File: config.mk
export PLATFORM = sky130hd
export DESIGN_NAME = bcd_countdown_timer
export DESIGN_NICKNAME = d
export VERILOG_FILES = /design/src/rtl/bcd_countdown_timer.sv
export SDC_FILE = /design/constraint.sdc
export NUM_CORES = 1
export LEC_CHECK = 0
export CELL_PAD_IN_SITES_DETAIL_PLACEMENT = 1
export CELL_PAD_IN_SITES_GLOBAL_PLACEMENT = 2
export CORE_ASPECT_RATIO = 0.7
export CORE_UTILIZATION = 28
export CTS_CLUSTER_SIZE = 10
export DETAILED_ROUTE_END_ITERATION = 8
export PLACE_DENSITY_LB_ADDON = 0.1
export SLEW_MARGIN = 20
export SYNTH_ARGS = -nofsm -noshare
export SYNTH_HDL_FRONTEND = slang
export SYNTH_SLANG_ARGS = --single-unit
export TNS_END_PERCENT = 100
File: constraint.sdc
create_clock -name clk -period 2.7 [get_ports clk]
set_clock_uncertainty 0.1 [all_clocks]
set_input_delay 0.27 -clock clk [delete_from_list [all_inputs] [get_ports clk]]
set_output_delay 0.27 -clock clk [all_outputs]
set_load 0.01 [all_outputs]
File: src/rtl/bcd_countdown_timer.sv
// MM:SS BCD countdown timer with pause, clamped load and a tick-timed alarm after expiry.
// Optional auto-reload on expiry is enabled by defining TIMER_AUTO_RELOAD_EN.
module bcd_countdown_timer #(
  parameter int unsigned MM_TENS_MAX = 9,
  parameter int unsigned ALARM_TICKS = 10
) (
  input  logic       clk,
  input  logic       rst,
  input  logic       tick,
  input  logic       load,
  input  logic [3:0] load_mm_t,
  input  logic [3:0] load_mm_u,
  input  logic [3:0] load_ss_t,
  input  logic [3:0] load_ss_u,
  input  logic       start,
  input  logic       pause,
  input  logic       clear,
`ifdef TIMER_AUTO_RELOAD_EN
  input  logic       repeat_mode,
`endif
  output logic [3:0] mm_t,
  output logic [3:0] mm_u,
  output logic [3:0] ss_t,
  output logic [3:0] ss_u,
  output logic       running,
  output logic       paused,
  output logic       alarm,
  output logic       expired
);

  localparam int unsigned CNT_W = (ALARM_TICKS > 1) ? $clog2(ALARM_TICKS) : 1;

  localparam logic [1:0] IDLE  = 2'd0;
  localparam logic [1:0] RUN   = 2'd1;
  localparam logic [1:0] PAUSE = 2'd2;
  localparam logic [1:0] ALARM = 2'd3;

  logic [1:0]       state_q, state_d;
  logic [15:0]      digits_q, digits_d;
  logic [CNT_W-1:0] cnt_q, cnt_d;
  logic             expired_d;
  logic             idle_or_pause;
  logic [15:0]      load_clamped;
`ifdef TIMER_AUTO_RELOAD_EN
  logic [15:0]      reload_q, reload_d;
`endif

  // Saturate each loaded digit to its legal range for its position.
  function automatic logic [15:0] clamp_digits(input logic [15:0] v);
    logic [3:0] mt, mu, st, su;
    mt = (v[15:12] > 4'd9) ? 4'd9 : v[15:12];
    mt = (mt > 4'(MM_TENS_MAX)) ? 4'(MM_TENS_MAX) : mt;
    mu = (v[11:8] > 4'd9) ? 4'd9 : v[11:8];
    st = (v[7:4] > 4'd5) ? 4'd5 : v[7:4];
    su = (v[3:0] > 4'd9) ? 4'd9 : v[3:0];
    return {mt, mu, st, su};
  endfunction

  // One-second BCD borrow chain; caller guarantees a nonzero input.
  function automatic logic [15:0] dec_digits(input logic [15:0] v);
    logic [3:0] mt, mu, st, su;
    {mt, mu, st, su} = v;
    if (su != 4'd0) begin
      su = su - 4'd1;
    end else begin
      su = 4'd9;
      if (st != 4'd0) begin
        st = st - 4'd1;
      end else begin
        st = 4'd5;
        if (mu != 4'd0) begin
          mu = mu - 4'd1;
        end else begin
          mu = 4'd9;
          mt = mt - 4'd1;
        end
      end
    end
    return {mt, mu, st, su};
  endfunction

  assign idle_or_pause = (state_q == IDLE) || (state_q == PAUSE);
  assign load_clamped  = clamp_digits({load_mm_t, load_mm_u, load_ss_t, load_ss_u});

  // Next-state: clear > load > start > pause > tick; ignored commands fall through.
  always_comb begin
    state_d   = state_q;
    digits_d  = digits_q;
    cnt_d     = cnt_q;
    expired_d = 1'b0;
`ifdef TIMER_AUTO_RELOAD_EN
    reload_d  = reload_q;
`endif
    if (clear) begin
      state_d  = IDLE;
      digits_d = 16'h0000;
      cnt_d    = '0;
`ifdef TIMER_AUTO_RELOAD_EN
      reload_d = 16'h0000;
`endif
    end else if (load && idle_or_pause) begin
      digits_d = load_clamped;
`ifdef TIMER_AUTO_RELOAD_EN
      reload_d = load_clamped;
`endif
    end else if (start && idle_or_pause && (digits_q != 16'h0000)) begin
      state_d = RUN;
    end else if (pause && (state_q == RUN)) begin
      state_d = PAUSE;
    end else if (tick) begin
      case (state_q)
        RUN: begin
          if (digits_q == 16'h0001) begin
            expired_d = 1'b1;
`ifdef TIMER_AUTO_RELOAD_EN
            if (repeat_mode) begin
              digits_d = reload_q;
            end else begin
              digits_d = 16'h0000;
              state_d  = ALARM;
              cnt_d    = '0;
            end
`else
            digits_d = 16'h0000;
            state_d  = ALARM;
            cnt_d    = '0;
`endif
          end else if (digits_q != 16'h0000) begin
            digits_d = dec_digits(digits_q);
          end
        end
        ALARM: begin
          if (cnt_q == CNT_W'(ALARM_TICKS - 1)) begin
            state_d = IDLE;
            cnt_d   = '0;
          end else begin
            cnt_d = cnt_q + CNT_W'(1);
          end
        end
        default: ;
      endcase
    end
  end

  // State, digits and registered status flags.
  always_ff @(posedge clk) begin
    if (rst) begin
      state_q  <= IDLE;
      digits_q <= 16'h0000;
      cnt_q    <= '0;
      running  <= 1'b0;
      paused   <= 1'b0;
      alarm    <= 1'b0;
      expired  <= 1'b0;
`ifdef TIMER_AUTO_RELOAD_EN
      reload_q <= 16'h0000;
`endif
    end else begin
      state_q  <= state_d;
      digits_q <= digits_d;
      cnt_q    <= cnt_d;
      running  <= (state_d == RUN);
      paused   <= (state_d == PAUSE);
      alarm    <= (state_d == ALARM);
      expired  <= expired_d;
`ifdef TIMER_AUTO_RELOAD_EN
      reload_q <= reload_d;
`endif
    end
  end

  assign mm_t = digits_q[15:12];
  assign mm_u = digits_q[11:8];
  assign ss_t = digits_q[7:4];
  assign ss_u = digits_q[3:0];

endmodule
==> results of run 1 <==
sequential cells by signal (all words and copies together), names as in the netlist:
register / count
alarm: 1
cnt_q: 4
digits_q: 16
expired: 1
paused: 1
running: 1
state_q: 2
power groups by stage:
stage / Combinational, W / Sequential [W] / Clock, W
detailed placement: 0.000270 / 0.000419 / 0
floorplan: 0.000146 / 0.000421 / 0
finish: 0.000272 / 0.000410 / 0.000262
CTS: 0.000272 / 0.000411 / 0.000275
global route: 0.000295 / 0.000413 / 0.000286
global placement: 0.000272 / 0.000419 / 0
worst min-delay path by stage:
stage	from	to	slack, ns	cells past startpoint
detailed placement	cnt_q[3]	cnt_q[3]	0.37	1
CTS	cnt_q[3]	cnt_q[3]	0.38	1
finish	cnt_q[3]	cnt_q[3]	0.38	1
floorplan	clear	paused	0.31	1
global route	cnt_q[3]	cnt_q[3]	0.40	1
global placement	cnt_q[3]	cnt_q[3]	0.36	1
critical path, stage by stage (launching register included):
cell	delay, ns
dfxtp_1	0.36
inv_1	0.09
ha_1	0.23
or3b_4	0.45
nor3_2	0.26
o2111ai_1	0.32
or3_1	0.45
a31oi_1	0.15
per-layer routing:
metal	global-route usage, %	vias to the layer above
met5	0	-
met4	3.92	0
met3	3.88	4
met2	27.2	35
met1	26.1	877
li1	-	931
metrics by stage:
step | hold slack [ns] | setup slack [ns]
after global placement | 0.359 | 0.264
after floorplan | 0.306 | 0.491
final | 0.379 | 0.220
after detailed placement | 0.368 | 0.160
after CTS | 0.385 | 0.222
after global routing | 0.401 | 0.0510
placed cells by master, fill, tap and decap left out, types with 2 or more instances in the layout:
cell type | netlist | routed
o311a_1 | 2 | 2
nor3_1 | 11 | 11
clkdlybuf4s50_1 | 0 | 42
a31oi_1 | 5 | 5
o21a_1 | 2 | 2
or3b_1 | 2 | 2
nand2b_1 | 4 | 4
or4_1 | 2 | 2
ha_1 | 7 | 7
nor2b_1 | 3 | 2
a211oi_1 | 4 | 4
inv_1 | 13 | 13
o21ai_0 | 11 | 11
nor3b_1 | 4 | 4
or3_1 | 2 | 2
a22oi_1 | 3 | 3
nand2_1 | 9 | 9
o211ai_1 | 2 | 2
nand3b_1 | 4 | 4
or3b_4 | 2 | 2
o31ai_1 | 9 | 9
and3_1 | 2 | 2
nor2_1 | 16 | 16
buf_4 | 0 | 15
dfxtp_1 | 26 | 26
clkbuf_8 | 0 | 4
a21oi_1 | 20 | 20
xor2_1 | 2 | 2
nand3_1 | 9 | 9
mux2i_1 | 2 | 2
nor3b_2 | 2 | 2
nand4_1 | 3 | 3
cell usage after synthesis (2+ instances only):
master     n  area (um^2)
inv_1     13         48.8
a22oi_1    3         22.5
nor3b_1    4         30.0
nor3_1    11         55.1
nor3b_2    2         25.0
o211ai_1   2         15.0
o21ai_0   11         55.1
nand2_1    9         33.8
nand2b_1   4         25.0
or4_1      2         15.0
o31ai_1    9         67.6
mux2i_1    2         20.0
ha_1       7         87.6
dfxtp_1   26          521
nor2b_1    3         18.8
xor2_1     2         17.5
or3b_4     2         22.5
and3_1     2         12.5
buf_2      3         15.0
a31oi_1    5         31.3
nand4_1    3         18.8
or3_1      2         12.5
a211oi_1   4         30.0
nand3b_1   4         30.0
nor2_1    16         60.1
or3b_1     2         17.5
o311a_1    2         20.0
nand3_1    9         45.0
clkbuf_1   9         33.8
o21a_1     2         15.0
a21oi_1   20          100
kinds of logic (layout without fill, tap and decap cells):
logic type               Yosys count  after routing  share of synthesized area (%)
AND/OR/NAND/NOR                   83             83                           28.4
multiplexers                       2              2                           1.14
buffers and inverters             25             74                           5.54
adder cells (fa/ha/maj)            7              7                           4.97
AO/OA/AOI/OAI                     75             75                           29.4
flip-flops                        26             26                           29.6
XOR/XNOR                           2              2                          0.995
final cells by class:
class                   count  share of cell area [%]
multi-input cells         169                    47.8
repair buffers             57                    22.2
flip-flops and latches     26                    21.7
well taps                  75                    3.92
clock buffers               4                    2.30
inverters                  13                    2.04
==> impl_metrics.env, run 1 <==
export IMPL_drt_initial_drc_count=104
export IMPL_fp_dieW_um=96.8
export IMPL_tns_ns=0
export IMPL_power_leakage_nw=0.875
export IMPL_worstSetupStartpoint="digits_q[8]"
export IMPL_layout_min_cycle_time_ns=2.48
export IMPL_p_clk_share_pct=27.8
export IMPL_r2r_end="digits_q[12]"
export IMPL_seq_area_um2=520
export IMPL_hold_path_class="reg2reg"
export IMPL_synth_area_um2=1760
export IMPL_highest_layer="met4"
export IMPL_slew_headroom_pct=60.8
export IMPL_synth_cells=220
export IMPL_max_clock_freq_mhz=403
export IMPL_grt_pass1_vias=1812
export IMPL_h_tree_depth=1
export IMPL_critical_path_required_ns=2.81
export IMPL_worstRegToRegCells=7
export IMPL_synthToLayoutAreaGrowth_pct=36.1
export IMPL_design_area_um2=2400
export IMPL_finalHoldViolCount=0
export IMPL_seqPwrFrac_pct=43.5
export IMPL_fin_cells=344
export IMPL_cp_data_arrival_time_ns=2.59
export IMPL_dieArea_um2=6610
export IMPL_grt_max_degree=22
export IMPL_crit_path_end_kind="register"
export IMPL_power_w=0.000944
export IMPL_ys_seq_area_share_pct=29.6
export IMPL_drive_gt1_share_pct=11.9
export IMPL_post_dp_cell_area_um2=2340
export IMPL_startpoint_type="register"
export IMPL_num_antenna_cells=0
export IMPL_pin_count=43
export IMPL_post_drt_wl_per_cell_um=16.6
export IMPL_maxCapViolCount=0
export IMPL_fin_util_pct=40.6
export IMPL_powerDensity_nw_per_um2=394
export IMPL_critPathCapture="digits_q[12]"
export IMPL_drtAntennaViolNets=0
export IMPL_path_max_fanout=6
export IMPL_final_fill_count=727
export IMPL_syn_num_nets=250
export IMPL_multi_input_area_um2=1140
export IMPL_placed_cells=340
export IMPL_cts_sinks=26
export IMPL_routed_via_count=1847
export IMPL_ys_seq_elements=26
export IMPL_drcViolationCount=0
export IMPL_vdd_drop_max_uv=163
export IMPL_ys_types=56
export IMPL_coreArea_um2=5900
export IMPL_viasPerCell=5.37
export IMPL_power_frac_comb_pct=28.8
export IMPL_p_int_w=0.000658
export IMPL_clockRootBuffer="clkbuf_8"
export IMPL_route_met3_wl_um=211
export IMPL_first_pass_iters=4
export IMPL_clkSlewWorstSetupHoldPaths_ns=0.10
export IMPL_post_cts_buffers=0
export IMPL_dp_hpwl_um=4370
export IMPL_die_h_um=68.3
export IMPL_outcome="complete, no violations"
export IMPL_antenna_found_initial=0
export IMPL_cts_tree="yes"
export IMPL_r2r_start="digits_q[8]"
export IMPL_cts_hold_buf=0
export IMPL_cts_buffer_depth=2
export IMPL_cts_buffers=3
export IMPL_grt_first_pass_wirelength_um=9360
export IMPL_wirelength_um=5720
export IMPL_syn_area_per_cell_um2=8.00
export IMPL_slew_violations=0
export IMPL_synth_enable_flop_cells=0
export IMPL_rrSetupSlack_ns=0.22
export IMPL_path_class="reg2reg"
export IMPL_grtUsageTotal_pct=18.0
export IMPL_worstMarginPinSlew_ns=0.585
export IMPL_finalSetupViolCount=0
export IMPL_switching_power_w=0.000286
export IMPL_rsz0062_at_grt="false"
export IMPL_async_flop_share_pct=0
export IMPL_final_nets=300
export IMPL_wl_met2_um=2220
export IMPL_clk_latency_ns=0.28
export IMPL_wl_met1_um=3260
export IMPL_start_util_pct=29.8
export IMPL_period_share_pct=91.8
export IMPL_synth_ff_type="dfxtp_1"
export IMPL_portBuffers=42
export IMPL_gr_total_overflow=0
export IMPL_gp_congestion=0.794
export IMPL_sw_frac_of_total_pct=30.3
export IMPL_yosysWarnings=0
export IMPL_rows=23
export IMPL_cts_resized=0
(Power assumes the default switching activity.)
==> run 2, diff against run 1 <==
- ABC_CLOCK_PERIOD_IN_PS: not set -> 2700
- CAP_MARGIN: not set -> 20
- CORE_UTILIZATION: 28 -> 29
- CTS_BUF_LIST: not set -> sky130_fd_sc_hd__clkbuf_2
==> run 2 against run 1 <==
  * Highest routed layer unchanged
  * First-iteration DRC count decreased by 42%
  * Power increased by 0.53%
  * Hold slack improved by 0.016 ns
==> impl_metrics.env, run 2 (synthesis results as in run 1) <==
export IMPL_outcome="complete, no violations"
export IMPL_drive_gt1_share_pct=12.3
export IMPL_design_area_um2=2400
export IMPL_clockRootBuffer="clkbuf_2"
export IMPL_layout_min_cycle_time_ns=2.42
export IMPL_vdd_drop_max_uv=188
export IMPL_min_to="cnt_q[3]"
export IMPL_gr_total_overflow=0
export IMPL_cts_sinks=26
export IMPL_powerDensity_nw_per_um2=395
export IMPL_coreArea_um2=5780
export IMPL_portBuffers=42
export IMPL_power_leakage_nw=0.878
export IMPL_antenna_found_initial=0
export IMPL_post_drt_wl_per_cell_um=16.8
export IMPL_gp_congestion=0.770
export IMPL_grtUsageTotal_pct=20.6
export IMPL_viasPerCell=5.41
export IMPL_drt_initial_drc_count=60
export IMPL_grt_pass1_vias=1927
export IMPL_power_w=0.000949
export IMPL_drcViolationCount=0
export IMPL_clk_latency_ns=0.39
export IMPL_grt_max_degree=23
export IMPL_worstMarginPinSlew_ns=0.599
export IMPL_final_nets=300
export IMPL_routed_via_count=1862
export IMPL_pin_count=43
export IMPL_post_dp_cell_area_um2=2350
export IMPL_post_cts_buffers=0
export IMPL_dieArea_um2=6390
export IMPL_tns_ns=0
export IMPL_drtAntennaViolNets=0
export IMPL_hold_path_class="reg2reg"
export IMPL_wirelength_um=5780
export IMPL_rows=23
export IMPL_cts_tree="yes"
export IMPL_largest_reg_flops=16
export IMPL_slew_violations=0
export IMPL_cts_buffer_depth=2
export IMPL_slew_headroom_pct=59.9
export IMPL_max_clock_freq_mhz=413
export IMPL_first_pass_iters=4
export IMPL_finalHoldViolCount=0
export IMPL_rsz0062_at_grt="false"
export IMPL_path_max_fanout=6
export IMPL_period_share_pct=89.7
export IMPL_hold_start="cnt_q[3]"
export IMPL_reg_top3="digits_q (16), cnt_q (4), state_q (2)"
export IMPL_r2r_end="digits_q[12]"
export IMPL_cp_data_arrival_time_ns=2.68
export IMPL_final_common_cell="clkdlybuf4s50_1"
export IMPL_critical_path_required_ns=2.95
export IMPL_path_class="reg2reg"
export IMPL_die_h_um=67.2
export IMPL_startpoint_type="register"
export IMPL_h_tree_depth=1
export IMPL_num_antenna_cells=0
export IMPL_largest_register="digits_q"
export IMPL_fp_dieW_um=95.1
export IMPL_rrSetupSlack_ns=0.28
export IMPL_worstRegToRegCells=7
export IMPL_r2r_start="digits_q[9]"
export IMPL_final_cell_mix="clkdlybuf4s50_1 (42), dfxtp_1 (26), a21oi_1 (20)"
export IMPL_grt_first_pass_wirelength_um=10000
export IMPL_dp_hpwl_um=4400
export IMPL_crit_path_end_kind="register"
export IMPL_start_util_pct=30.4
export IMPL_clkSlewWorstSetupHoldPaths_ns=0.30
export IMPL_cts_buffers=3
export IMPL_synthToLayoutAreaGrowth_pct=36.6
export IMPL_maxCapViolCount=0
export IMPL_holdPathStages=1
export IMPL_finalSetupViolCount=0
run 2: cell count changes in the layout (fill, tap and decap cells not counted), sizes merged:
| cell | delta |
|---|---|
| bufinv | +1 |
| clkbuf | -1 |
run 2: routing by layer:
metal | vias up | part of all wire (%) | GRT usage, % | wire [um]
li1 | 935 | - | - | -
met1 | 888 | 54 | 30.5 | 3130
met2 | 37 | 41 | 31.4 | 2360
met3 | 2 | 4.6 | 3.72 | 267
met4 | 0 | 0.43 | 2.84 | 25
met5 | - | 0 | 0 | 0
run 2: timing repair:
action / in CTS / in global routing
hold endpoints to repair: 0 / 0
endpoints found under the setup margin: 0 / 1
gates resized for setup: 0 / 1
hold buffers: 0 / 0
run 2: how the worst max path moves through the flow:
stage	endpoint	depth (start not counted)	start
2_1_floorplan	digits_q[12]	7	digits_q[8]
3_3_place_gp	digits_q[7]	6	tick
3_5_place_dp	digits_q[7]	6	pause
4_1_cts	digits_q[12]	7	digits_q[9]
5_1_grt	digits_q[12]	7	digits_q[9]
6_report	digits_q[12]	7	digits_q[9]
run 2: through the flow:
step           std cells  hold slack (ns)  util, %  setup slack, ns
2_1_floorplan        220            0.306        -            0.491
3_3_place_gp         340            0.355     40.7            0.251
3_5_place_dp         340            0.364     40.7            0.163
4_1_cts              344            0.378     41.5            0.212
5_1_grt              344            0.385     41.6           0.0704
6_report             344            0.396     41.6            0.277
run 2: critical path, stage by stage (launching register included):
cell	delay, ns
dfxtp_1	0.39
inv_1	0.08
ha_1	0.23
or3b_4	0.46
nor3_2	0.31
o2111ai_2	0.26
or3_1	0.41
a31oi_1	0.16
run 2: layout make-up:
| cell class | count | area (um^2) |
|---|---|---|
| inverter | 13 | 48.8 |
| clock buffer | 3 | 15.0 |
| timing repair buffer | 57 | 546 |
| fill | 709 | 3380 |
| tap | 75 | 93.8 |
| clock inverter | 1 | 30.0 |
| multi-input combinational | 169 | 1150 |
| sequential | 26 | 520 |
run 2: where the power goes:
group          leakage, nW  total [W]  switching, W  internal (W)
logic                0.640   0.000276      0.000143      0.000134
registers            0.211   0.000411     0.0000136      0.000397
clock network       0.0266   0.000261      0.000134      0.000127
==> edit, RTL diff (flow settings as in run 2) <==
Build with the macro `TIMER_AUTO_RELOAD_EN` defined.
--- a/src/rtl/bcd_countdown_timer.sv
+++ b/src/rtl/bcd_countdown_timer.sv
@@ -1,4 +1,6 @@
 // MM:SS BCD countdown timer with pause, clamped load and a tick-timed alarm after expiry.
 // Optional auto-reload on expiry is enabled by defining TIMER_AUTO_RELOAD_EN.
+`define TIMER_AUTO_RELOAD_EN
+
 module bcd_countdown_timer #(
   parameter int unsigned MM_TENS_MAX = 9,
Interface: changed (added repeat_mode); port bits go from 43 to 44. No check against the original RTL was run, so the function may have changed too.
==> edit against run 2 <==
Count of clock-buffer cells in the layout increased by 3; non-clock buffer count increased by 20; worst setup slack got worse by 170 ps; wire length increased by 27%; synthesized area increased by 27%; synthesized cell count increased by 32%; cell area increased by 26%; power increased by 30%; sequential power increased by 58%; sequential cell count increased by 16; critical path depth increased by 1; via count increased by 26%; combinational power increased by 9.4%; first-iteration DRC count increased by 17%; largest power group unchanged.
==> edit: results (changes against run 2) <==
run status=finished, final reports clean (unchanged); r2r endpoint=digits_q[5] (was digits_q[12]); clkbuf count=6 (was 3); maximum number of pins on one net before global-route repair=33 (was 23); clock-cell share of area=0.0128 (was 0.0187); GRT Util Overall=0.183 (was 0.206); Peak VDD IR=0.000152 V (was 0.000188 V); fraction of area in registers=0.277 (was 0.216); vias per cell=5.19 (was 5.41); CP Max Fanout=8 (was 6); Worst-path clk slew=240 ps (was 300 ps); multi-input gate count=220 (was 169); post-synthesis net count=319 (was 250); TritonCTS Buffers=5 (was 3); clk pwr=280 uW (was 261 uW); Avg Cell Area, Syn=7.66 um2 (was 8.00 um2); met3 Track Usage GR=0.0325 (was 0.0372); Multi-input gate area=1320 um2 (was 1150 um2); CP peak stage delay=540 ps (was 460 ps); Yosys cell types=47 (was 56); bufs w/o clock=77 (was 57); routed length per instance=16.2 um (was 16.8 um); Met3 Wirelength=247 um (was 267 um); Resize count post-CTS=3 (was 0); Seq/Total Area, Yosys=0.377 (was 0.296); Layout Cells excl Fill=453 (was 344); Worst Path Arrival=2830 ps (was 2680 ps); number of global-route vias before repair=2234 (was 1927); DRT iter0 DRCs=70 (was 60)
edit: cell types whose count changed in the layout (fill, tap and decap cells not counted), sizes merged, moves of 6 or more:
cell	run 2	this run
buf	15	34
nor2	16	41
nor3b	6	0
dfxtp	26	42
a21oi	20	36
nand2	9	28
edit: worst max-delay path by stage:
stage,endpoint,slack (ps),depth (start not counted),startpoint
final,digits_q[5],110,8,digits_q[12]
after global routing,digits_q[14],20,10,digits_q[12]
after CTS,digits_q[10],10,8,digits_q[13]
after detailed placement,digits_q[3],-30,7,repeat_mode
after global placement,digits_q[14],-20,10,digits_q[13]
after floorplan,digits_q[5],20,11,digits_q[12]
edit: through the flow:
stage	utilization	worst slack, ps
after floorplan	-	16.7
after global placement	0.400	-16.0
after detailed placement	0.400	-33.5
after CTS	0.408	9.59
after global routing	0.413	19.7
final	0.413	110
edit: cell families after synthesis:
kind of cell	synth area share
mux	0.0185
fa+ha+maj	0.0225
flops	0.377
buf+inv	0.0561
compound gates	0.220
simple gates	0.306
